### src/rtl/stencil_window_feeder.sv
// Sliding ST-wide window builder over a serial FP32 stream, restarting at each row boundary.
// Emits window/weight operand pairs through a one-entry output register.
module stencil_window_feeder #(
    parameter int unsigned BW      = 32,
    parameter int unsigned ST      = 3,
    parameter int unsigned ROW_LEN = 16
) (
    input  logic               clock,
    input  logic               reset,
    input  logic               io_in_valid,
    output logic               io_in_ready,
    input  logic [BW-1:0]      io_in_data,
    input  logic               io_wt_load,
    input  logic [BW*ST-1:0]   io_wt_data,
    output logic               io_out_valid,
    input  logic               io_out_ready,
    output logic [BW*ST-1:0]   io_out_data,
    output logic [BW*ST-1:0]   io_out_weight,
    output logic               io_out_last
);

    localparam int unsigned CW = $clog2(ROW_LEN);
    localparam logic [CW-1:0] COL_LAST     = CW'(ROW_LEN - 1);
    localparam logic [CW-1:0] COL_FILL_END = CW'(ST - 2);

    typedef enum logic {FILL, STREAM} state_t;

    state_t                  state;
    logic [CW-1:0]           col;
    logic [BW*(ST-1)-1:0]    shift_reg;
    logic [BW*ST-1:0]        weight;
    logic [BW*ST-1:0]        window;
    logic                    accept;
    logic                    issue;

    always_comb begin
        io_in_ready = !reset && (!io_out_valid || io_out_ready);
        accept      = io_in_valid && io_in_ready;
        issue       = accept && (state == STREAM);
        window      = {shift_reg, io_in_data};
    end

    always_ff @(posedge clock or posedge reset) begin
        if (reset) begin
            state         <= FILL;
            col           <= '0;
            shift_reg     <= '0;
            weight        <= '0;
            io_out_valid  <= 1'b0;
            io_out_last   <= 1'b0;
            io_out_data   <= '0;
            io_out_weight <= '0;
        end else begin
            if (io_wt_load)
                weight <= io_wt_data;

            if (accept) begin
                case (state)
                    FILL: begin
                        shift_reg <= window[BW*(ST-1)-1:0];
                        col       <= col + 1'b1;
                        if (col == COL_FILL_END)
                            state <= STREAM;
                    end
                    STREAM: begin
                        // Row end clears history so no window straddles two rows
                        if (col == COL_LAST) begin
                            shift_reg <= '0;
                            col       <= '0;
                            state     <= FILL;
                        end else begin
                            shift_reg <= window[BW*(ST-1)-1:0];
                            col       <= col + 1'b1;
                        end
                    end
                    default: state <= FILL;
                endcase
            end

            if (issue) begin
                io_out_valid  <= 1'b1;
                io_out_data   <= window;
                io_out_weight <= io_wt_load ? io_wt_data : weight;
                io_out_last   <= (col == COL_LAST);
            end else if (io_out_ready) begin
                io_out_valid  <= 1'b0;
            end
        end
    end

endmodule

### config.mk
export PLATFORM = sky130hd
export DESIGN_NAME = stencil_window_feeder
export DESIGN_NICKNAME = d
export VERILOG_FILES = /design/src/rtl/stencil_window_feeder.sv
export SDC_FILE = /design/constraint.sdc
export NUM_CORES = 1
export LEC_CHECK = 0
export BUFFER_PORTS_ARGS = -buffer_cell sky130_fd_sc_hd__buf_4
export CORE_MARGIN = 2
export CORE_UTILIZATION = 40
export CTS_CLUSTER_DIAMETER = 60
export CTS_CLUSTER_SIZE = 30
export DETAILED_ROUTE_END_ITERATION = 12
export GPL_TIMING_DRIVEN = 0
export PLACE_DENSITY = 0.7
export REMOVE_ABC_BUFFERS = 1
export SYNTH_ARGS = -nofsm -noshare
export SYNTH_HDL_FRONTEND = slang
export SYNTH_SLANG_ARGS = --single-unit
### constraint.sdc
create_clock -name clock -period 18.9 [get_ports clock]
set_input_delay 0.945 -clock clock [delete_from_list [all_inputs] [get_ports clock]]
set_output_delay 0.945 -clock clock [all_outputs]
set_load 0.01 [all_outputs]
* After elaboration in Yosys (flattened, before gate mapping)
Cells that the tools add are included.
** Cells by class
- Add/subtract/negate cells :: 1
- $mul :: 0
- Divide/modulo/power cells :: 0
- Magnitude comparators :: 0
- Eq/ne operators :: 2
- Shift-type cells :: 0
- Mux-type cells :: 10
- Bitwise operators :: 1
- Reduce and logical (&&, ||, !) cells :: 7
** Operators by type and width (count)
- 64-bit case mux with 2 select lines :: 1
- 96-bit two-way mux :: 1
- 64-bit two-way mux :: 1
- 4-bit case mux with 2 select lines :: 1
- 4-bit by 1-bit adder with 4-bit output, second input constant :: 1
- 4-bit by 1-bit == test with 1-bit output, second input constant :: 1
- 4-bit == test, second input constant :: 1
- 1-bit two-way mux :: 4
- 4-bit two-way mux :: 1
- 1-bit logical AND :: 3
- 1-bit zero test :: 2
- 1-bit case mux with 2 select lines :: 1
- 2-bit nonzero test :: 1
- 1-bit logical OR :: 1
- 1-bit inverter :: 1
** Word-level totals
- Flip-flop bits (word level) :: 359
- Latch bits :: 0
- RAM bits :: 0
- Bits in read-only memories :: 0
- Input bits :: 133
- Memories kept :: 0

* Logic depth before layout (Yosys ltp)
Gate-level depths: netlist of the first run.
- Depth in word-level cells :: 6
- Gate-level depth with buffers :: 6
- Gate-level depth less buffers :: 4

* Worst setup path after synthesis of the first run
OpenSTA, ideal clock, no wires.
- Path kind :: input -> output
- Start :: in io_out_ready
- End :: out io_in_ready
- Data arrival time :: 1.361 ns
- Data required time :: 17.955 ns
- Setup slack :: 16.594 ns
- Stages on the path :: 2
- Buffers on the path :: 0
- Path through :: nor2b_1 -> nor2_1
** On the way
- Longest elaborated chain between the ends :: 2
** RTL lines
- start: declaration :: RTL line 16 : input logic io_out_ready,
- 1-bit logical OR :: RTL line 37 : io_in_ready = !reset && (!io_out_valid || io_out_ready);
- 1-bit logical AND :: RTL line 37
- end: declaration :: RTL line 11 : output logic io_in_ready,
Every way passes these cells.

* Worst setup path in the final report of the first run
Ends and elaborated chain as after synthesis.

==> results of run 1 <==
[metrics by stage]
stage          area (µm²)  power (µW)
4_1_cts             17300        2630
3_5_place_dp        16300        1940
5_1_grt             17300        2730
2_1_floorplan       13000        1490
6_report            17300        2590
3_3_place_gp        16000        1920
[routing by layer]
metal  part of all wire [%]  track usage (%)  vias to the layer above
met4                    2.1             3.54                        0
met1                     44             21.9                     3960
met5                      0                0                        -
li1                       -                -                     3485
met2                     45             26.1                      272
met3                    8.2             5.27                       34
[synth_stat cells (2+ instances only)]
library cell	number	area share, %
nand2_1	3	0.084
mux2_2	136	11
buf_4	7	0.39
o21ai_0	2	0.075
nand3_1	3	0.11
nor2_1	3	0.084
a22o_1	65	4.3
buf_6	23	1.9
ha_1	2	0.19
mux2_1	152	13
nand2b_1	2	0.094
dfrtp_1	359	67
inv_1	3	0.084
clkbuf_1	7	0.20
buf_2	8	0.30
[power by group through the flow]
stage                     clock (µW)  sequential (µW)  combinational, µW
after floorplan                    0             1240                255
after detailed placement           0             1170                774
after CTS                        695             1160                775
final                            674             1160                758
after global routing             725             1190                820
after global placement             0             1160                766
[cell type report]
class / instances / area [µm²] / area share [%]
clock inverter: 21 / 280 / 1.62
multi-input combinational: 380 / 4010 / 23.1
sequential: 359 / 8980 / 51.8
inverter: 3 / 18.8 / 0.108
timing repair buffer: 336 / 2680 / 15.5
clock buffer: 35 / 811 / 4.68
tap: 442 / 553 / 3.19
[worst reg2reg max path, stage by stage (launching register included)]
cell,delay [ns]
dfrtp_1,0.39
nand2b_1,0.25
nand3_4,0.59
buf_16,0.45
mux2_1,0.44
[cells by family (layout without fill, tap and decap cells)]
group	count (synthesis)	after routing
flip-flops	359	359
multiplexers	288	288
AO/OA/AOI/OAI	72	72
buffers and inverters	48	395
AND/OR/NAND/NOR	17	17
adder cells (fa/ha/maj)	2	2
XOR/XNOR	1	1
[worst paths after layout]
kind / from / to / slack, ns / cells past startpoint
setup / recovery: io_out_ready / io_in_ready / 16.28 / 4
hold / removal: weight[94] / weight[94] / 0.49 / 1
setup reg to reg: io_out_valid / io_out_weight[2] / 16.66 / 4
hold reg to reg: weight[94] / weight[94] / 0.49 / 1
max in group asynchronous: reset / weight[80] / 17.19 / 3
min in group asynchronous: reset / io_out_data[13] / 0.59 / 2
==> flow_summary_export.csv, run 1 <==
group,metric,value,unit
status,outcome,"finished clean",
global_route,overflow,0,
cells_and_area,largestRegisters,"io_out_data (96), io_out_weight (96), weight (96)",
yosys,synth_top_family_by_area,"multiplexers",
pwr,powerDensity,149,nW/µm²
timing,slew_headroom,11.9,%
drt,wl_per_cell,18.1,µm
pwr,pwr-share-comb,29.3,%
yosys,postSynthAreaPerCell,17.0,µm²
cells_and_area,final_common_cell,"dfrtp_1",
die,initial_utilization,40.9,%
drt,routed_wirelength,28.6,mm
die,dieArea,34900,µm²
yosys,ys_seq_elements,359,
timing,hold_viol_final,0,
timing,fin_crit_sh,13.9,%
timing,setup_viol,0,
yosys,async_flop_share,100,%
global_route,grt_max_degree,130,
yosys,synth_cell_types,27,
timing,clock.fmax,382,MHz
critical_path,worstPathMaxFanout,5,
global_route,grt_pass1_wl,46.3,mm
critical_path,crit_path_cell_trace,"buf_4 > nor2b_1 > nor2_1 > buf_4",
cells_and_area,final_cells,1576,
pwr,seqPwrFrac,44.6,%
timing,tightest_slew,1.32,ns
drt,via_per_inst,4.92,
global_route,grt_usage,16.3,%
timing,rsz0062_at_grt,"false",
critical_path,slowest_delay,0.37,ns
cells_and_area,area_growth,29.7,%
clock_tree,htreeDepth,1,
cells_and_area,fin_nets,1245,
critical_path,cpMostUsedCell,"buf_4",
yosys,synthMuxAreaShare,24.2,%
pwr,p_clk_share,26.0,%
pwr,max-vdd-ir-drop,0.117,mV
clock_tree,insertion_delay,0.56,ns
yosys,synthCells,787,
clock_tree,numCtsBuffers,30,
critical_path,worst_ep_required_time,17.95,ns
clock_tree,clk_pin_slew,0.06,ns
die,die_w,187,µm
pwr,p_sw,774,µW
yosys,ys_dominant_reg_cell,"dfrtp_1",
cells_and_area,drive_gt1_share,46.8,%
critical_path,cp_slowest_cell,"nor2b_1",
placement,port_buffers,327,
cells_and_area,num_antenna_cells,0,
clock_tree,clockBufferDepth,3,
placement,dp_hpwl,19.4,mm
pwr,power_leakage,0.00843,µW
yosys,synth_edf_count,0,
drt,num_vias,7751,
clock_tree,clkSinkCount,359,
critical_path,critical_path.top_delay_family,"simple AND/OR/NAND/NOR gates",
cells_and_area,final_util,53.0,%
timing,holdWs,0.491,ns
placement,gp_congestion,0.778,
timing,worst_slack,16.28,ns
clock_tree,post_cts_resized,0,
yosys,synthAdderAreaFrac,0.187,%
yosys,seq_area_frac_synth,67.2,%
global_route,antenna_found_initial,0,
drt,drt-initial-drc-count,266,
critical_path,crit_path_start_kind,"primary input",
critical_path,cp.buffers_inverters,2,
timing,fin_crit,2.62,ns
pwr,swShare,29.9,%
placement,place_ws,15.99,ns
cells_and_area,fillers,2723,
yosys,synthXorXnorAreaFrac,0.0655,%
die,die_y,187,µm
yosys,netlist_area,13400,µm²
yosys,synth-compound-area-share,4.59,%
clock_tree,cts_tree,"done",
critical_path,criticalPathCategory,"in -> out",
timing,setup_tns,0,ns
global_route,grt_pass1_vias,8302,
yosys,yosysWarnings,0,
cells_and_area,layout_common_cells,"dfrtp_1 (359), buf_4 (327), mux2_1 (152)",
yosys,synthSimpleGateAreaFrac,0.833,%
timing,slew_violations,0,
clock_tree,cts_hold_buf,0,
drt,drtAntennaViolNets,0,
critical_path,crit_arrival,1.67,ns
job,drv_cap,0,
timing,finClkSkew,0.0194,ns
die,pin_count,328,
drt,dr.pass1.iters,4,
clock_tree,cts_setup_buffers,0,
drt,drc,0,
min_path,min_path_type,"reg -> reg",
die,core_area,32700,µm²
pwr,p_int,1810,µW
clock_tree,root_buffer,"clkbuf_16",
critical_path,worstSetupEndpointType,"output port",
placement,dp_cells,1520,
die,rows,66,
Note: power is estimated with default switching activity, not from simulation.
==> run 2: changes to the inputs <==
--- a/config.mk
+++ b/config.mk
@@ -5,6 +5,7 @@
 export SDC_FILE = /design/constraint.sdc
 export NUM_CORES = 1
 export LEC_CHECK = 0
+export ABC_AREA = 1
 export BUFFER_PORTS_ARGS = -buffer_cell sky130_fd_sc_hd__buf_4
 export CORE_MARGIN = 2
 export CORE_UTILIZATION = 40
@@ -12,7 +13,7 @@
 export CTS_CLUSTER_SIZE = 30
 export DETAILED_ROUTE_END_ITERATION = 12
 export GPL_TIMING_DRIVEN = 0
-export PLACE_DENSITY = 0.7
+export PLACE_DENSITY = 0.72
 export REMOVE_ABC_BUFFERS = 1
 export SYNTH_ARGS = -nofsm -noshare
 export SYNTH_HDL_FRONTEND = slang
==> constraint.sdc (replaced) <==
create_clock -name clock -period 2.2 [get_ports clock]
set_input_delay 0.11 -clock clock [delete_from_list [all_inputs] [get_ports clock]]
set_output_delay 0.11 -clock clock [all_outputs]
set_load 0.01 [all_outputs]
==> flow_summary_export.csv, run 2 <==
group,metric,value,unit
cells_and_area,largestRegisters,"io_out_data (96), io_out_weight (96), weight (96)",
yosys,yosys.area.top_type,"dfrtp_1",
die,dieArea,36900,µm²
die,die_y,192,µm
status,outcome,"finished clean",
job,drv_cap,0,
critical_path,worstPathMaxFanout,94,
clock_tree,htreeDepth,1,
placement,port_buffers,327,
cells_and_area,final_cells,2385,
timing,setup_viol,0,
global_route,overflow,0,
die,initial_utilization,40.8,%
pwr,powerDensity,997,nW/µm²
yosys,synth.most_common_cell,"nand2_1",
yosys,async_flop_share,100,%
global_route,grt_max_degree,98,
drt,routed_wirelength,37.7,mm
yosys,synth_edf_count,0,
yosys,ys_dominant_reg_cell,"dfrtp_1",
timing,finClkSkew,0.0270,ns
global_route,grt_pass1_wl,60.2,mm
global_route,grt_pass1_vias,11530,
clock_tree,insertion_delay,0.57,ns
clock_tree,clockBufferDepth,3,
pwr,pwr-share-comb,26.1,%
pwr,swShare,32.1,%
pwr,max-vdd-ir-drop,0.784,mV
critical_path,worst_ep_required_time,2.63,ns
pwr,power_leakage,0.0102,µW
die,die_w,192,µm
timing,clock.fmax,482,MHz
yosys,yosysWarnings,0,
yosys,seq_area_frac_synth,63.4,%
yosys,synthTopCellsByCount,"nand2_1 (513), dfrtp_1 (359), o21ai_1 (171)",
pwr,seqPwrFrac,45.3,%
placement,dp_cells,2179,
clock_tree,root_buffer,"clkbuf_16",
yosys,ys_seq_elements,359,
cells_and_area,fillers,2889,
yosys,postSynthAreaPerCell,9.64,µm²
timing,slew_headroom,25.6,%
cells_and_area,seq_area,8980,µm²
die,rows,68,
cells_and_area,layout_common_cells,"nand2_1 (512), dfrtp_1 (359), buf_4 (328)",
min_path,min_path_type,"in -> async",
clock_tree,clkSinkCount,359,
global_route,antenna_found_initial,1,
critical_path,crit_arrival,2.50,ns
timing,holdWs,0.0333,ns
placement,dp_hpwl,20.7,mm
clock_tree,clk_pin_slew,0.09,ns
timing,fin_crit_sh,94.3,%
critical_path,criticalPathCategory,"reg -> reg",
pwr,p_clk_share,28.6,%
yosys,synth_cell_types,25,
timing,fin_crit,2.07,ns
drt,drt-initial-drc-count,527,
yosys,netlist_area,14200,µm²
critical_path,worstSetupEndpointType,"flip-flop",
yosys,yosys.area.top_type_share,63.4,%
cells_and_area,multi_input_area,4010,µm²
placement,gp_congestion,0.801,
drt,dr.pass1.iters,4,
die,pin_count,328,
critical_path,crit_path_start_kind,"flip-flop",
cells_and_area,final_util,56.6,%
die,core_area,34700,µm²
yosys,synth.area.top_cells,"dfrtp_1 (63%), nand2_1 (14%), o21ai_1 (6.0%), inv_1 (4.4%), and2_1 (4.2%)",
yosys,synthCells,1469,
timing,hold_viol_final,0,
clock_tree,cts_tree,"done",
cells_and_area,area_growth,38.8,%
drt,via_per_inst,4.66,
global_route,grt_usage,20.4,%
drt,num_vias,11124,
cells_and_area,fin_nets,2042,
clock_tree,numCtsBuffers,28,
timing,tightest_slew,1.12,ns
drt,drtAntennaViolNets,0,
drt,drc,0,
cells_and_area,drive_gt1_share,23.5,%
drt,wl_per_cell,15.8,µm
timing,slew_violations,0,
pwr,p_sw,6300,µW
cells_and_area,final_common_cell,"nand2_1",
pwr,p_int,13300,µW
## run 2: cell types whose count changed after synthesis, moves of 13 or more
cell / before / now
nand2_1: 3 / 513
o21ai_1: 0 / 171
inv_1: 3 / 166
mux2_1: 152 / 0
mux2_2: 136 / 0
and2_1: 0 / 96
a22o_1: 65 / 0
o21ai_2: 0 / 30
o21ai_0: 2 / 27
buf_2: 8 / 31
nand2_2: 0 / 13
## run 2: power by group through the flow
stage | Clock [µW] | Sequential [µW] | Combinational [µW]
2_1_floorplan | 0 | 9360 | 1730
3_3_place_gp | 0 | 8920 | 4680
3_5_place_dp | 0 | 8960 | 4770
4_1_cts | 5780 | 8870 | 5130
5_1_grt | 6050 | 9060 | 5650
6_report | 5600 | 8880 | 5110
## run 2: per-stage QoR
step	total power [µW]	setup TNS, ns	worst slack, ns	cell area [µm²]
floorplan	11100	-2320.35	-4.73	13600
global placement	13600	-3975.59	-8.02	16600
detailed placement	13700	-392.74	-1.90	16800
CTS	19800	0	0.0874	19600
global route	20800	-0.00678	-0.00678	19700
finish	19600	0	0.126	19700
## run 2: path summary, 6_finish.rpt
check | startpoint | to | slack (ns) | cells past startpoint
max in group asynchronous | reset | weight[46] | 1.38 | 5
hold / removal | reset | io_out_weight[15] | 0.03 | 6
hold reg to reg | shift_reg[51] | io_out_data[83] | 0.46 | 2
setup reg to reg | io_out_valid | io_out_weight[84] | 0.13 | 8
setup / recovery | io_out_valid | io_out_weight[84] | 0.13 | 8
min in group clock | io_in_valid | state | 0.18 | 6
## run 2: critical path, stage by stage, from the launching register on
cell     delay, ns
dfrtp_1       0.41
nand2_2       0.10
nand2_2       0.08
nor2_4        0.27
nand2_8       0.23
buf_16        0.28
buf_16        0.24
nand2_1       0.15
o21ai_1       0.09
## run 2: layer usage
metal,track usage [%],routed length [µm],vias up,part of all wire [%]
met2,35.6,19000,283,50
li1,-,-,5393,-
met4,8.40,1510,0,4.0
met5,0,0,-,0
met1,25.2,15400,5360,41
met3,3.36,1870,88,4.9
## run 2: cell families (layout without fill, tap and decap cells)
logic type               Yosys count  in the layout  share of synthesized area (%)
AND/OR/NAND/NOR                  630            632                           18.8
other                              0              1                              0
buffers and inverters            247            705                           8.59
adder cells (fa/ha/maj)            2              2                          0.177
XOR/XNOR                           1              1                         0.0618
AO/OA/AOI/OAI                    230            230                           8.94
flip-flops                       359            359                           63.4
## run 2: final cells by class
cell class              instances  share of cell area, %
inverters                     169                   3.35
multi-input cells             865                   20.4
diodes                          1                 0.0127
repair buffers                483                   22.2
clock buffers                  30                   3.76
repair inverters                1                 0.0446
flip-flops and latches        359                   45.7
clock inverters                22                   1.59
well taps                     455                   2.90
## run 2: timing repair
action                                  4_1_cts  5_1_grt
hold endpoints to repair                    425        0
hold buffers                                143        0
setup buffers                                 1        0
endpoints found under the setup margin      264        5
gates resized for setup                       2        1
cloned                                        8        1
pin swaps                                     2        0
